--- src/rtl/matrix_mult_mnp.sv ---
`default_nettype none
// ============================================================================
//  Module   : matrix_mult_mnp
//  Brief    : Sequential signed matrix multiplier C[MxP] = A[MxN] * B[NxP].
//             A and B are loaded through write ports while idle. Each C element
//             takes N multiply-accumulate cycles and is then presented on a
//             valid/ready output port in row-major order.
//             Optional feature macro MATMUL_SAT_EN: saturate results to the
//             signed DATA_WIDTH range and raise a sticky ovf flag; when the
//             macro is undefined, results wrap and ovf is tied low.
//  Revision : 1.0 - initial release
// ============================================================================
module matrix_mult_mnp #(
   parameter int M          = 3,
   parameter int N          = 3,
   parameter int P          = 3,
   parameter int DATA_WIDTH = 32,
   parameter int FRAC_BITS  = 0
) (
   input  logic                                   clk,
   input  logic                                   rst,
   input  logic                                   start,
   input  logic signed [DATA_WIDTH-1:0]           a_in,
   input  logic [((M*N > 1) ? $clog2(M*N) : 1)-1:0] a_addr,
   input  logic                                   a_wen,
   input  logic signed [DATA_WIDTH-1:0]           b_in,
   input  logic [((N*P > 1) ? $clog2(N*P) : 1)-1:0] b_addr,
   input  logic                                   b_wen,
   output logic signed [DATA_WIDTH-1:0]           c_out,
   output logic                                   c_valid,
   input  logic                                   c_ready,
   output logic [((M > 1) ? $clog2(M) : 1)-1:0]   c_row,
   output logic [((P > 1) ? $clog2(P) : 1)-1:0]   c_col,
   output logic                                   busy,
   output logic                                   done,
   output logic                                   ovf
);

   localparam int ACC_WIDTH = 2*DATA_WIDTH + $clog2(N);
   localparam int A_DEPTH   = M*N;
   localparam int B_DEPTH   = N*P;
   localparam int A_AW      = (A_DEPTH > 1) ? $clog2(A_DEPTH) : 1;
   localparam int B_AW      = (B_DEPTH > 1) ? $clog2(B_DEPTH) : 1;
   localparam int ROW_W     = (M > 1) ? $clog2(M) : 1;
   localparam int COL_W     = (P > 1) ? $clog2(P) : 1;
   localparam int K_W       = (N > 1) ? $clog2(N) : 1;

   typedef enum logic [1:0] {
      S_IDLE = 2'd0,
      S_MAC  = 2'd1,
      S_OUT  = 2'd2,
      S_DONE = 2'd3
   } state_t;

   state_t r_state;
   state_t w_state_nxt;

   // Operand storage; deliberately not reset so contents survive rst
   logic signed [DATA_WIDTH-1:0] r_a_mem [A_DEPTH];
   logic signed [DATA_WIDTH-1:0] r_b_mem [B_DEPTH];

   logic [ROW_W-1:0]             r_row_idx;
   logic [COL_W-1:0]             r_col_idx;
   logic [K_W-1:0]               r_k;
   logic signed [ACC_WIDTH-1:0]  r_acc;
   logic signed [DATA_WIDTH-1:0] r_c_out;
   logic                         r_c_valid;
   logic [ROW_W-1:0]             r_c_row;
   logic [COL_W-1:0]             r_c_col;

   logic [A_AW-1:0]              w_a_idx;
   logic [B_AW-1:0]              w_b_idx;
   logic signed [DATA_WIDTH-1:0] w_a_val;
   logic signed [DATA_WIDTH-1:0] w_b_val;
   logic signed [2*DATA_WIDTH-1:0] w_prod;
   logic signed [ACC_WIDTH-1:0]  w_acc_base;
   logic signed [ACC_WIDTH-1:0]  w_sum;
   logic signed [DATA_WIDTH-1:0] w_res;
   logic                         w_k_last;
   logic                         w_col_last;
   logic                         w_row_last;

   assign w_k_last   = (r_k == K_W'(N-1));
   assign w_col_last = (r_col_idx == COL_W'(P-1));
   assign w_row_last = (r_row_idx == ROW_W'(M-1));

   // Row-major operand addressing: A[i][k] and B[k][j]
   assign w_a_idx = A_AW'(r_row_idx) * A_AW'(N) + A_AW'(r_k);
   assign w_b_idx = B_AW'(r_k) * B_AW'(P) + B_AW'(r_col_idx);
   assign w_a_val = r_a_mem[w_a_idx];
   assign w_b_val = r_b_mem[w_b_idx];

   // Full-precision signed product; the first MAC of an element ignores the
   // previous accumulator so each element starts from zero
   assign w_prod     = (2*DATA_WIDTH)'(w_a_val) * (2*DATA_WIDTH)'(w_b_val);
   assign w_acc_base = (r_k == '0) ? '0 : r_acc;
   assign w_sum      = w_acc_base + ACC_WIDTH'(w_prod);

`ifdef MATMUL_SAT_EN
   localparam logic signed [ACC_WIDTH-1:0] SAT_MAX =
      (ACC_WIDTH'(1) <<< (DATA_WIDTH-1)) - ACC_WIDTH'(1);
   localparam logic signed [ACC_WIDTH-1:0] SAT_MIN =
      -(ACC_WIDTH'(1) <<< (DATA_WIDTH-1));

   logic signed [ACC_WIDTH-1:0] w_shift;
   logic                        w_clamp_hi;
   logic                        w_clamp_lo;
   logic                        r_ovf;

   assign w_shift    = w_sum >>> FRAC_BITS;
   assign w_clamp_hi = (w_shift > SAT_MAX);
   assign w_clamp_lo = (w_shift < SAT_MIN);
   assign w_res      = w_clamp_hi ? SAT_MAX[DATA_WIDTH-1:0] :
                       w_clamp_lo ? SAT_MIN[DATA_WIDTH-1:0] :
                                    w_shift[DATA_WIDTH-1:0];
   assign ovf        = r_ovf;

   // Sticky clamp flag, cleared when a new job is accepted
   always_ff @(posedge clk or posedge rst) begin
      if (rst) begin
         r_ovf <= 1'b0;
      end else if (r_state == S_IDLE && start) begin
         r_ovf <= 1'b0;
      end else if (r_state == S_MAC && w_k_last && (w_clamp_hi || w_clamp_lo)) begin
         r_ovf <= 1'b1;
      end
   end
`else
   assign w_res = DATA_WIDTH'(w_sum >>> FRAC_BITS);
   assign ovf   = 1'b0;
`endif

   // Operand writes are accepted only while idle and only in range
   always_ff @(posedge clk) begin
      if (r_state == S_IDLE) begin
         if (a_wen && (32'(a_addr) < A_DEPTH)) begin
            r_a_mem[a_addr] <= a_in;
         end
         if (b_wen && (32'(b_addr) < B_DEPTH)) begin
            r_b_mem[b_addr] <= b_in;
         end
      end
   end

   // State register
   always_ff @(posedge clk or posedge rst) begin
      if (rst) begin
         r_state <= S_IDLE;
      end else begin
         r_state <= w_state_nxt;
      end
   end

   // Next-state logic
   always_comb begin
      w_state_nxt = r_state;
      case (r_state)
         S_IDLE:  if (start)    w_state_nxt = S_MAC;
         S_MAC:   if (w_k_last) w_state_nxt = S_OUT;
         S_OUT:   if (c_ready)  w_state_nxt = (w_row_last && w_col_last) ? S_DONE : S_MAC;
         S_DONE:  w_state_nxt = S_IDLE;
         default: w_state_nxt = S_IDLE;
      endcase
   end

   // Counters, accumulator and the held output element
   always_ff @(posedge clk or posedge rst) begin
      if (rst) begin
         r_row_idx <= '0;
         r_col_idx <= '0;
         r_k       <= '0;
         r_acc     <= '0;
         r_c_out   <= '0;
         r_c_valid <= 1'b0;
         r_c_row   <= '0;
         r_c_col   <= '0;
      end else begin
         case (r_state)
            S_IDLE: begin
               if (start) begin
                  r_row_idx <= '0;
                  r_col_idx <= '0;
                  r_k       <= '0;
                  r_acc     <= '0;
               end
            end
            S_MAC: begin
               r_acc <= w_sum;
               if (w_k_last) begin
                  r_k       <= '0;
                  r_c_out   <= w_res;
                  r_c_valid <= 1'b1;
                  r_c_row   <= r_row_idx;
                  r_c_col   <= r_col_idx;
               end else begin
                  r_k <= r_k + K_W'(1);
               end
            end
            S_OUT: begin
               if (c_ready) begin
                  r_c_valid <= 1'b0;
                  if (w_col_last) begin
                     r_col_idx <= '0;
                     if (!w_row_last) begin
                        r_row_idx <= r_row_idx + ROW_W'(1);
                     end
                  end else begin
                     r_col_idx <= r_col_idx + COL_W'(1);
                  end
               end
            end
            default: ;
         endcase
      end
   end

   assign c_out   = r_c_out;
   assign c_valid = r_c_valid;
   assign c_row   = r_c_row;
   assign c_col   = r_c_col;
   assign busy    = (r_state != S_IDLE);
   assign done    = (r_state == S_DONE);

endmodule
`default_nettype wire

--- config.mk ---
export PLATFORM = sky130hd
export DESIGN_NAME = matrix_mult_mnp
export DESIGN_NICKNAME = d
export VERILOG_FILES = /design/src/rtl/matrix_mult_mnp.sv
export SDC_FILE = /design/constraint.sdc
export NUM_CORES = 2
export LEC_CHECK = 0
export BUFFER_PORTS_ARGS = -buffer_cell sky130_fd_sc_hd__buf_4
export CORE_MARGIN = 2
export CORE_UTILIZATION = 40
export CTS_BUF_LIST = sky130_fd_sc_hd__clkbuf_2 sky130_fd_sc_hd__clkbuf_4 sky130_fd_sc_hd__clkbuf_8
export CTS_CLUSTER_DIAMETER = 50
export DETAILED_ROUTE_END_ITERATION = 12
export HOLD_SLACK_MARGIN = 0.02
export PLACE_DENSITY = 0.53
export REMOVE_ABC_BUFFERS = 1
export SLEW_MARGIN = 20
export SYNTH_ARGS = -nofsm -noshare
export SYNTH_HDL_FRONTEND = slang
export SYNTH_SLANG_ARGS = --single-unit
export TNS_END_PERCENT = 1
--- constraint.sdc ---
create_clock -name clk -period 21.2 [get_ports clk]
set_input_delay 3.18 -clock clk [delete_from_list [all_inputs] [get_ports clk]]
set_output_delay 3.18 -clock clk [all_outputs]
set_load 0.1 [all_outputs]
# [After elaboration in Yosys (flattened, before gate mapping)]
# Memories as Yosys holds them, arrays and structs flattened.
# Cells that the tools add are included.
[word_totals] out_inout_bits=40 register_bits=111 latch_bits=0 inputBits=78 word_cells=75 mem_bits_ro=0 n_memories=2 ram_bits=576
[memory_table] memory="r_a_mem" words=9 word_bits=32 rd=1 rd_clocked_by_memory_dff=0 write_ports=1 line="59" source="logic signed [DATA_WIDTH-1:0] r_a_mem [A_DEPTH];"
[memory_table] memory="r_b_mem" words=9 word_bits=32 rd=1 rd_clocked_by_memory_dff=0 write_ports=1 line="60" source="logic signed [DATA_WIDTH-1:0] r_b_mem [B_DEPTH];"
[classes] div_mod_pow=0 n_reduce_logical=15 n_mul=3 shift=0 addsub=6 n_mux=27 bitwise_logic=0 magnitude_cmp=2 eq_ne=11
[ops] cell="2-to-1 mux 66 bit" n=2
[ops] cell="one-hot mux 66 bit (2 select lines)" n=1
[ops] cell="adder 66 x 64 -> 66 bit" n=1
[ops] cell="multiplier 32 x 32 -> 64 bit" n=1
[ops] cell="2-to-1 mux 2 bit" n=11
[ops] cell="one-hot mux 2 bit (2 select lines)" n=3
[ops] cell="== test 2 bit, second input constant" n=5
[ops] cell="!= test 2 bit, second input constant" n=5
[ops] cell="AND reduction 3 bit" n=3
[ops] cell="adder 4 x 2 -> 4 bit" n=2
[ops] cell="< comparator 4 bit, second input constant" n=2
[ops] cell="multiplier 2 x 2 -> 4 bit, second input constant" n=2
[ops] cell="2-to-1 mux 1 bit" n=8
[ops] cell="one-hot mux 2 bit (4 select lines)" n=1
[ops] cell="nonzero test 2 bit" n=4
[ops] cell="adder 2 x 1 -> 2 bit, second input constant" n=3
[ops] cell="AND reduction 5 bit" n=1
[ops] cell="logical NOT 2 bit" n=2
[ops] cell="AND reduction 2 bit" n=2
[ops] cell="logical AND 1 bit" n=3
[ops] cell="== test 2 x 1 -> 1 bit, second input constant" n=1
[ops] cell="one-hot mux 1 bit (2 select lines)" n=1

# [Longest topological paths before layout]
# An unclocked memory read counts as a cell.
[logic_depth] depth_word=6 depth_mapped=39 ltp_nobuf=35

# [Worst setup path after synthesis]
# Ideal clock, no wire load.
[synth_path] kind="register to register" start="reg r_k[1]" end="reg r_c_out[30] (netlist: c_out[30])" setup_ns=0.136 path_buffers=5 stages_incl_launch_ff=39 arrival_ns=9.209 setup_slack_ns=11.855 cell_sequence="dfrtp_1 -> inv_1 -> fa_1 -> inv_1 -> ha_1 -> inv_1 -> fa_1 -> buf_2 -> buf_2 -> buf_2 -> mux2i_1 -> a21oi_1 -> clkbuf_1 -> buf_1 -> nand2_1 -> fa_1 -> inv_1 -> fa_1 -> [3 not listed] -> inv_1 -> ha_1 -> ha_1 -> fa_1 -> inv_1 -> fa_1 -> inv_1 -> ha_1 -> a21oi_1 -> o21bai_1 -> a21oi_1 -> o21ai_0 -> a221o_1 -> a31oi_1 -> o2111ai_1 -> a31oi_1 -> xor2_1 -> o21ai_0"
[synth_between] elab_chain_cells=5 elab_cells_between_ends=11 cone_classes="3 x add/sub; 2 x mul; 1 x eq/ne; 1 x mux; 2 x reduce/logical; 2 x memory"
[synth_rtl] element="start, declared" line="64" source="logic [K_W-1:0] r_k;"
[synth_rtl] element="start signal, assigned" line="196" source="r_k <= r_k + K_W'(1);"
[synth_rtl] element="multiplier 2 x 2 -> 4 bit" line="89" source="assign w_b_idx = B_AW'(r_k) * B_AW'(P) + B_AW'(r_col_idx);"
[synth_rtl] element="adder 4 x 2 -> 4 bit" line="89"
[synth_rtl] element="memory read (9 x 32 bit)"
[synth_rtl] element="multiplier 32 x 32 -> 64 bit" line="95" source="assign w_prod = (2*DATA_WIDTH)'(w_a_val) * (2*DATA_WIDTH)'(w_b_val);"
[synth_rtl] element="adder 66 x 64 -> 66 bit" line="97" source="assign w_sum = w_acc_base + ACC_WIDTH'(w_prod);"
[synth_rtl] element="end signal, assigned" line="191" source="r_c_out <= w_res;"
[synth_rtl] element="end, declared" line="66" source="logic signed [DATA_WIDTH-1:0] r_c_out;"
# Parallel ways exist; a longest one is shown, timed or not.
# A chain may end at the register's enable or synchronous reset.

# [Final worst setup path]
[layout_path] start="reg r_row_idx[0]" end="reg r_acc[30]"
[layout_between] elab_chain_cells=6
[layout_rtl] element="start, declared" line="62" source="logic [ROW_W-1:0] r_row_idx;"
[layout_rtl] element="start signal, assigned" line="205" source="r_row_idx <= r_row_idx + ROW_W'(1);"
[layout_rtl] element="multiplier 2 x 2 -> 4 bit" line="88" source="assign w_a_idx = A_AW'(r_row_idx) * A_AW'(N) + A_AW'(r_k);"
[layout_rtl] element="adder 4 x 2 -> 4 bit" line="88"
[layout_rtl] element="memory read (9 x 32 bit)"
[layout_rtl] element="multiplier 32 x 32 -> 64 bit" line="95"
[layout_rtl] element="adder 66 x 64 -> 66 bit" line="97"
[layout_rtl] element="one-hot mux 66 bit (2 select lines)" line="178" source="case (r_state)"
[layout_rtl] element="end signal, assigned" line="188" source="r_acc <= w_sum;"
[layout_rtl] element="end, declared" line="65" source="logic signed [ACC_WIDTH-1:0] r_acc;"
# Every way passes these cells.

==> flow_metrics.env <==
export IMPL_r2r_cells=33
export IMPL_totalWireLength_um=109000
export IMPL_cts_resized=0
export IMPL_cts_setup_buffers=0
export IMPL_cts_tree="built"
export IMPL_die_h_um=328
export IMPL_worstMarginPinSlew_ns=1.10
export IMPL_startpoint_type="flip-flop"
export IMPL_place_hpwl_um=75100
export IMPL_start_util=0.404
export IMPL_ys_ff_latch=653
export IMPL_hold_viol_final=0
export IMPL_avgViaCountPerCell=5.07
export IMPL_clock_path_buffers=3
export IMPL_clock_fmax_ghz=0.0925
export IMPL_grt_pass1_wl_um=167000
export IMPL_syn_area_mm2=0.0419
export IMPL_die_x_um=328
export IMPL_final_common_cell="edfxtp_1"
export IMPL_ant_nets=0
export IMPL_yosysTopAreaCell="edfxtp_1"
export IMPL_drc=0
export IMPL_synth_top_area_frac=0.413
export IMPL_crit_family="adder cells"
export IMPL_cts_buffers=111
export IMPL_grt_pass1_vias=26300
export IMPL_path_buf_inv=8
export IMPL_outcome="finished, final reports clean"
export IMPL_drv_slew=0
export IMPL_fillerInstances=9547
export IMPL_path_class="flip-flop to flip-flop"
export IMPL_ys_seq_area_frac=0.459
export IMPL_fin_setup_tns_ns=0
export IMPL_finish_instance_area_mm2=0.0468
export IMPL_hp_class="flip-flop to flip-flop"
export IMPL_fp_row_count=118
export IMPL_finalCriticalPeriod_ns=10.81
export IMPL_setup_violations=0
export IMPL_netlist_instances=3209
export IMPL_worstHoldPathCells=2
export IMPL_slowest_delay_ns=0.85
export IMPL_finClkSkew_ns=0.0551
export IMPL_dp_cells=4642
export IMPL_fin_nets=4055
export IMPL_post_drt_wl_per_cell_um=22.6
export IMPL_async_flop_share=0.118
export IMPL_max_cap_viol_count=0
export IMPL_design_core_area_mm2=0.104
export IMPL_timing_slew_headroom=0.267
export IMPL_insertion_delay_ns=0.78
export IMPL_syn_mean_instance_area_um2=13.0
export IMPL_io_pins=118
export IMPL_dieArea_mm2=0.107
export IMPL_whs_endpoint="r_acc[6]"
export IMPL_final_cells=4846
export IMPL_layout_common_cells="edfxtp_1, inv_1, fa_1"
export IMPL_clock_sinks=653
export IMPL_io_buffers=116
export IMPL_rsz0062_at_grt="false"
export IMPL_grt_max_degree=70
export IMPL_vias=24600
export IMPL_ctsHoldBuffers=0
export IMPL_synth_area_top_cells="edfxtp_1, fa_1, mux4_2"
export IMPL_worstReg2RegEnd="r_acc[30]"
export IMPL_arrival_ns=11.42
export IMPL_drt_iter0_drc=1839
export IMPL_post_route_period_util=0.510
export IMPL_grt_overflow=0
export IMPL_synth_edf_count=576
export IMPL_cp_slowest_cell="ha_2"
export IMPL_grt_use_total=0.210
export IMPL_ys_warn_count=0
export IMPL_routabilityCongestion=0.872
export IMPL_first_pass_iters=5
export IMPL_rr_startpoint="r_row_idx[0]"
export IMPL_timing_hold_ws_ns=0.473
export IMPL_htreeDepth=3
export IMPL_layout_drive_gt1_share=0.162
export IMPL_critPathRequiredTime_ns=21.80
export IMPL_placed_area_mm2=0.0445
export IMPL_antenna_found_initial=3
export IMPL_cp_end_kind="flip-flop"
export IMPL_yosysUniqueCellTypes=59
export IMPL_crit_fanout=37
export IMPL_path_clk_slew_ns=0.06
export IMPL_root_buffer="clkbuf_8"
export IMPL_r2r_slack_ns=10.39
export IMPL_synthFlopType="edfxtp_1"
export IMPL_min_from="r_acc[6]"
export IMPL_area_delta_synth_final_pct=11.8
[cell type report]
type | count | area (um^2) | share of cell area
Antenna cell | 1 | 2.50 | 0.0000535
Inverter | 535 | 2010 | 0.0429
Tap cell | 1380 | 1730 | 0.0369
Timing Repair Buffer | 191 | 1430 | 0.0306
Multi-Input combinational cell | 1883 | 20100 | 0.431
Clock buffer | 150 | 1840 | 0.0393
Clock inverter | 53 | 413 | 0.00882
Sequential cell | 653 | 19200 | 0.411
[logic make-up after synthesis]
group                      count (synthesis)  synth area share
adders and majority gates                602             0.259
other                                      1         0.0000896
DFF                                      653             0.459
and+or+nand+nor                          751            0.0741
muxes                                    201            0.0883
buffers and inverters                    673            0.0642
xor gates and xnor gates                  89            0.0193
AOI/OAI and AO/OA                        239            0.0356
[tightest hold or removal path: cells and delay by family (launching register included)]
kind             cells  cell delay (ns)
AND/OR/NAND/NOR      1             0.04
flip-flops           1             0.34
AO/OA/AOI/OAI        1             0.06
[state kept, by name, indices dropped and copies added (netlist names)]
signal     count
r_state        2
r_a_mem      288
r_k            2
r_b_mem      288
r_row_idx      2
c_row          2
r_col_idx      2
r_acc         32
c_col          2
c_out         32
c_valid        1
[through the flow]
step	util	setup WS [ns]
global route	0.451	9.79
finish	0.451	10.39
CTS	0.451	10.28
global placement	0.430	10.47
floorplan	-	10.68
detailed placement	0.430	10.30
[metal layers]
metal	GRT usage	vias to the layer above	wire length, um
met2	0.352	680	53800
met4	0.0576	0	2520
met3	0.0282	140	6000
met1	0.288	12800	47100
met5	0	-	0
li1	-	10900	-
[cells in the mapped netlist (3+ instances only)]
library cell / instances
xnor2_1: 62
a22o_1: 11
a21oi_1: 66
mux2i_4: 3
buf_4: 9
and2_1: 17
a21oi_2: 6
dfrtp_1: 77
nor3_1: 10
o21ai_1: 7
o21bai_1: 7
nor3b_1: 3
fa_1: 442
mux2_2: 13
xor2_1: 24
o21a_1: 4
nor2_1: 330
mux4_1: 5
or2_2: 8
a22oi_1: 4
o21ai_0: 68
buf_6: 8
o211ai_1: 4
nand2b_1: 36
mux2i_1: 54
clkbuf_1: 84
a31oi_1: 4
mux4_2: 123
nor2b_1: 29
inv_1: 535
a21o_1: 49
buf_1: 12
nand3_1: 5
edfxtp_1: 576
ha_1: 160
buf_2: 22
nand2_1: 303
[how the worst max path moves through the flow]
stage,start,end,cells after the start
2_1_floorplan,r_col_idx[0],c_out[30],29
3_3_place_gp,r_k[0],r_acc[30],32
3_5_place_dp,r_k[0],r_acc[30],32
4_1_cts,r_k[0],r_acc[30],32
5_1_grt,r_row_idx[0],r_acc[30],33
6_report,r_row_idx[0],r_acc[30],33
Power is left out: the tool's default activity adds up to more than one toggle a clock period on the data nets, which glitch-free logic cannot reach.
